`src/rtl/bn_stream_pkg.sv`:
```
// Stream types shared by the batch-normalization split/merge blocks.
// The select encoding here is the one the 1-to-3 demultiplexer decodes.
package bn_stream_pkg;

    typedef logic [1:0] sel_t;

    localparam sel_t SEL_CH0 = 2'b00;
    localparam sel_t SEL_CH1 = 2'b01;
    localparam sel_t SEL_CH2 = 2'b10;

    typedef enum logic {
        LOCK_IDLE,
        LOCK_LOCKED
    } lock_state_e;

    // Grants are one-hot; an all-zero grant maps to SEL_CH0 and is never used.
    function automatic sel_t onehot_to_sel(input logic [2:0] oh);
        sel_t s;
        if (oh[2])      s = SEL_CH2;
        else if (oh[1]) s = SEL_CH1;
        else            s = SEL_CH0;
        return s;
    endfunction

    function automatic logic [2:0] sel_to_mask(input sel_t s);
        logic [2:0] m;
        case (s)
            SEL_CH0: m = 3'b001;
            SEL_CH1: m = 3'b010;
            SEL_CH2: m = 3'b100;
            default: m = 3'b000;
        endcase
        return m;
    endfunction

endpackage

```
`src/rtl/rr_arb_3.sv`:
```
// Combinational 3-way round-robin arbiter: the channel after rr_ptr
// has highest priority, searching cyclically 0 -> 1 -> 2 -> 0.
module rr_arb_3
    import bn_stream_pkg::*;
(
    input  logic [2:0] req,
    input  sel_t       rr_ptr,
    input  logic       en,
    output logic [2:0] gnt
);

    always_comb begin
        gnt = 3'b000;
        if (en) begin
            case (rr_ptr)
                SEL_CH0: begin
                    if (req[1])      gnt = 3'b010;
                    else if (req[2]) gnt = 3'b100;
                    else if (req[0]) gnt = 3'b001;
                end
                SEL_CH1: begin
                    if (req[2])      gnt = 3'b100;
                    else if (req[0]) gnt = 3'b001;
                    else if (req[1]) gnt = 3'b010;
                end
                // The unused code 2'b11 behaves like SEL_CH2 (ch0 first).
                default: begin
                    if (req[0])      gnt = 3'b001;
                    else if (req[1]) gnt = 3'b010;
                    else if (req[2]) gnt = 3'b100;
                end
            endcase
        end
    end

endmodule

```
`src/rtl/merge_3_1.sv`:
```
// Three-input round-robin stream merger with a single registered output slot.
// Define MERGE_BURST_LOCK_EN to hold the grant on one channel until its in_last beat.
module merge_3_1
    import bn_stream_pkg::*;
#(
    parameter int DATA_WIDTH = 16
) (
    input  logic                  clk,
    input  logic                  rst,
    input  logic [2:0]            in_valid,
    output logic [2:0]            in_ready,
    input  logic [DATA_WIDTH-1:0] in0_data,
    input  logic [DATA_WIDTH-1:0] in1_data,
    input  logic [DATA_WIDTH-1:0] in2_data,
    input  logic [2:0]            in_last,
    output logic                  o_valid,
    input  logic                  o_ready,
    output logic [DATA_WIDTH-1:0] o_data,
    output sel_t                  o_sel,
    output logic                  o_last
);

    logic                  o_valid_q, o_valid_d;
    logic [DATA_WIDTH-1:0] o_data_q,  o_data_d;
    sel_t                  o_sel_q,   o_sel_d;
    logic                  o_last_q,  o_last_d;
    sel_t                  rr_ptr_q,  rr_ptr_d;

    logic       load_ok;
    logic [2:0] req;
    logic [2:0] gnt;
    logic       transfer;
    sel_t       gnt_sel;
    logic       gnt_last;

    assign load_ok  = !o_valid_q || o_ready;
    assign transfer = |(gnt & in_valid);
    assign gnt_sel  = onehot_to_sel(gnt);
    assign gnt_last = |(gnt & in_last);
    assign in_ready = gnt;

`ifdef MERGE_BURST_LOCK_EN
    lock_state_e lock_state_q, lock_state_d;
    sel_t        lock_ch_q,    lock_ch_d;

    // While locked, every channel except the owner of the burst is masked off.
    always_comb begin
        req = in_valid;
        if (lock_state_q == LOCK_LOCKED) begin
            req = in_valid & sel_to_mask(lock_ch_q);
        end
    end

    always_comb begin
        lock_state_d = lock_state_q;
        lock_ch_d    = lock_ch_q;
        case (lock_state_q)
            LOCK_IDLE: begin
                if (transfer && !gnt_last) begin
                    lock_state_d = LOCK_LOCKED;
                    lock_ch_d    = gnt_sel;
                end
            end
            LOCK_LOCKED: begin
                if (transfer && gnt_last) begin
                    lock_state_d = LOCK_IDLE;
                end
            end
            default: lock_state_d = LOCK_IDLE;
        endcase
    end

    always_ff @(posedge clk) begin
        if (rst) begin
            lock_state_q <= LOCK_IDLE;
            lock_ch_q    <= SEL_CH0;
        end else begin
            lock_state_q <= lock_state_d;
            lock_ch_q    <= lock_ch_d;
        end
    end
`else
    assign req = in_valid;
`endif

    rr_arb_3 u_arb (
        .req    (req),
        .rr_ptr (rr_ptr_q),
        .en     (load_ok && !rst),
        .gnt    (gnt)
    );

    // Loading and draining in the same cycle keeps the slot full: no bubble.
    always_comb begin
        o_valid_d = o_valid_q;
        o_data_d  = o_data_q;
        o_sel_d   = o_sel_q;
        o_last_d  = o_last_q;
        rr_ptr_d  = rr_ptr_q;
        if (transfer) begin
            o_valid_d = 1'b1;
            o_sel_d   = gnt_sel;
            o_last_d  = gnt_last;
            rr_ptr_d  = gnt_sel;
            case (gnt_sel)
                SEL_CH1: o_data_d = in1_data;
                SEL_CH2: o_data_d = in2_data;
                default: o_data_d = in0_data;
            endcase
        end else if (o_valid_q && o_ready) begin
            o_valid_d = 1'b0;
        end
    end

    always_ff @(posedge clk) begin
        if (rst) begin
            o_valid_q <= 1'b0;
            o_data_q  <= '0;
            o_sel_q   <= SEL_CH0;
            o_last_q  <= 1'b0;
            rr_ptr_q  <= SEL_CH2;
        end else begin
            o_valid_q <= o_valid_d;
            o_data_q  <= o_data_d;
            o_sel_q   <= o_sel_d;
            o_last_q  <= o_last_d;
            rr_ptr_q  <= rr_ptr_d;
        end
    end

    assign o_valid = o_valid_q;
    assign o_data  = o_data_q;
    assign o_sel   = o_sel_q;
    assign o_last  = o_last_q;

endmodule

```
`config.mk`:
```
export PLATFORM = sky130hd
export DESIGN_NAME = merge_3_1
export DESIGN_NICKNAME = d
export VERILOG_FILES = /design/src/rtl/bn_stream_pkg.sv /design/src/rtl/rr_arb_3.sv /design/src/rtl/merge_3_1.sv
export SDC_FILE = /design/constraint.sdc
export NUM_CORES = 1
export LEC_CHECK = 0
export ABC_CLOCK_PERIOD_IN_PS = 1660
export BUFFER_PORTS_ARGS = -buffer_cell sky130_fd_sc_hd__buf_2
export CAP_MARGIN = 20
export CORE_MARGIN = 5
export CORE_UTILIZATION = 40
export CTS_CLUSTER_SIZE = 28
export DETAILED_ROUTE_END_ITERATION = 12
export PLACE_DENSITY = 0.81
export SYNTH_ARGS = -nofsm -noshare
export SYNTH_HDL_FRONTEND = slang
export SYNTH_SLANG_ARGS = --single-unit
```
`constraint.sdc`:
```
create_clock -name clk -period 1.66 [get_ports clk]
set_input_delay 0.166 -clock clk [delete_from_list [all_inputs] [get_ports clk]]
set_output_delay 0.166 -clock clk [all_outputs]
set_load 0.01 [all_outputs]
```
==> flow_summary.ini <==
[outcome]
outcome = finished, final reports clean

[critical_path]
reg2reg_depth = 4
r2r-start = rr_ptr_q[1]
cp.arrival_ps = 1440
rr_endpoint = o_data[5]
critPathMaxFanout = 10
critPathKind = reg2out
cp-start-kind = register
crit_required_ps = 1490
end_kind = output pin
r2r_slack_ps = 140

[timing]
period_minus_slack_ps = 1600
setup_viol_count_final = 0
slew_viol_final = 0
tightest_slew_ps = 406
period_share = 0.965
rsz0062_at_grt = false
setup_tns_ps = 0
hold_violations = 0
skew_ps = 4.50
clock.fmax_ghz = 0.625
maxSlewHeadroom = 0.729

[routing]
drt_iter0_markers = 203
wire_per_inst_um = 16.7
viasPerCell = 5.81
drc = 0
ant_nets = 0
vias = 1679
drtPass1Iterations = 4
wirelength_um = 4820

[final_layout]
seqCellArea_sq_um = 424
drive_gt1_frac = 0.506
nFillCells = 330
syn2layout_area_growth_pct = 40.8
final_common_cell = buf_2
multi_input_area_sq_um = 800
nets = 301
insertedDiodeCount = 0
final_util = 0.581
stdcell_count = 289
final_cell_mix = 79 x buf_2, 22 x buf_4, 20 x nand3_1

[pwr]
seq_power_share = 0.429
p_sw_frac = 0.351
leakage_nw = 0.856
p_comb_frac = 0.367
clockPowerShare = 0.204
vdd_ir_drop_max_v = 0.000427
p_switching_uw = 469
power.density_nw_per_um2 = 694
total_power_mw = 1.34
p_int_uw = 866

[clock_network]
numCtsBuffers = 3
clock-sinks = 21
root_buffer = clkbuf_4
tritoncts = done
path_clk_slew_ps = 130
insertion_delay_ps = 320
clockBufferDepth = 2
htreeDepth = 1

[logic_synthesis]
syn_area_sq_um = 1370
syn_inst = 157
avgSynthCellArea_sq_um = 8.70
ys.warnings.count = 0
yosysUniqueCellTypes = 30
ys_seq_area_frac = 0.308
synth_nets = 214
ys_ff_latch = 21

[worst_hold_path]
worstHoldStart = in2_data[1]
holdCritPathClass = in2reg
min_to = o_data[1]
hold_path_depth = 3

[die]
dieArea_sq_um = 4680
die_h_um = 68.4
ioPinCount = 80
design.core.area_sq_um = 3310
die_w_um = 68.4
placementRows = 21
initial_utilization = 0.413

[grt]
grt_util_all_layers = 0.200
overflow = 0
grt_max_degree = 18
grt_pass1_vias = 1649
grt_pass1_wl_um = 7180
antenna_found_initial = 0

[placed_design]
dp.cells = 280
dp_hpwl_um = 3550
place.gp.congestion = 0.887
port_buffers = 79

[flow_run]
drv_cap = 0
-- cell usage after synthesis, drive strengths merged --
master,count,share of area
dfxtp,21,0.31
nor2,20,0.059
nor4,1,0.0046
a21o,1,0.0055
a211oi,1,0.015
o21ai,1,0.0037
or2b,1,0.0064
inv,3,0.0082
o221ai,16,0.10
a21oi,4,0.017
a311oi,16,0.10
a41oi,16,0.10
and2,1,0.0046
nand2,4,0.011
nor2b,1,0.010
or3,1,0.0046
nor3,2,0.019
clkbuf,4,0.011
o221a,1,0.0082
a41o,1,0.0073
nand3,20,0.073
a211o,1,0.0073
buf,18,0.099
nand2b,1,0.0046
and3,1,0.0055
-- worst max path at each step --
| stage | start | endpoint | slack (ps) |
|---|---|---|---|
| floorplan | o_valid | o_data[10] | 90 |
| global placement | o_valid | o_data[6] | 130 |
| detailed placement | o_valid | o_data[8] | 70 |
| CTS | o_sel[0] | in_ready[0] | 20 |
| global route | rr_ptr_q[1] | in_ready[2] | 0.5 |
| finish | rr_ptr_q[1] | in_ready[1] | 60 |
-- cell families (layout without fill, tap and decap cells) --
group	count (synthesis)	count (layout)	share of synthesized area
flops	21	21	0.308
simple gates	53	53	0.202
compound gates	58	58	0.372
buf+inv	25	111	0.118
-- routing by layer --
layer | track usage | up-vias | wire length (um)
li1 | - | 810 | -
met1 | 0.232 | 777 | 1900
met2 | 0.361 | 82 | 2430
met3 | 0.0296 | 10 | 399
met4 | 0.0819 | 0 | 90
met5 | 0 | - | 0
-- state kept, by name, summed over array words and instances (netlist names) --
signal / flops
o_valid: 1
rr_ptr_q: 1
o_last: 1
o_sel: 2
o_data: 16
-- power by group through the flow --
stage          registers (mW)  clock network, mW  logic, mW
2_1_floorplan           0.599                  0      0.260
3_3_place_gp            0.580                  0      0.463
3_5_place_dp            0.582                  0      0.466
4_1_cts                 0.572              0.275      0.471
5_1_grt                 0.577              0.295      0.531
6_report                0.573              0.272      0.490
-- worst max-delay path, cell delays in order, from the launching register on --
cell and delay (ps):
dfxtp_2 370, nand2b_1 210, a21oi_2 200, buf_6 160
nor2_1 50, buf_2 130
-- what timing repair did --
action                                 in CTS  in global routing
setup buffers                               0                  5
pin swaps                                   0                  1
gates resized for setup                     4                  6
setup endpoints to repair                   3                 18
endpoints found under the hold margin       0                  0
hold buffers                                0                  0
-- area by class of cell --
class	instances	area share
Multi-Input combinational cell	111	0.416
Timing Repair Buffer	104	0.314
Sequential cell	21	0.221
Tap cell	46	0.0299
Clock buffer	3	0.0117
Inverter	3	0.00586
Clock inverter	1	0.00260
-- through the flow --
step / hold slack (ps) / setup slack (ps) / cell area, sq um
4_1_cts: 100 / 15.8 / 1870
3_5_place_dp: 447 / 69.5 / 1830
5_1_grt: 99.7 / 0.479 / 1920
6_report: 97.1 / 58.8 / 1920
2_1_floorplan: 339 / 92.7 / 1370
3_3_place_gp: 440 / 133 / 1830
No activity file was read; power rests on OpenSTA's default activity.
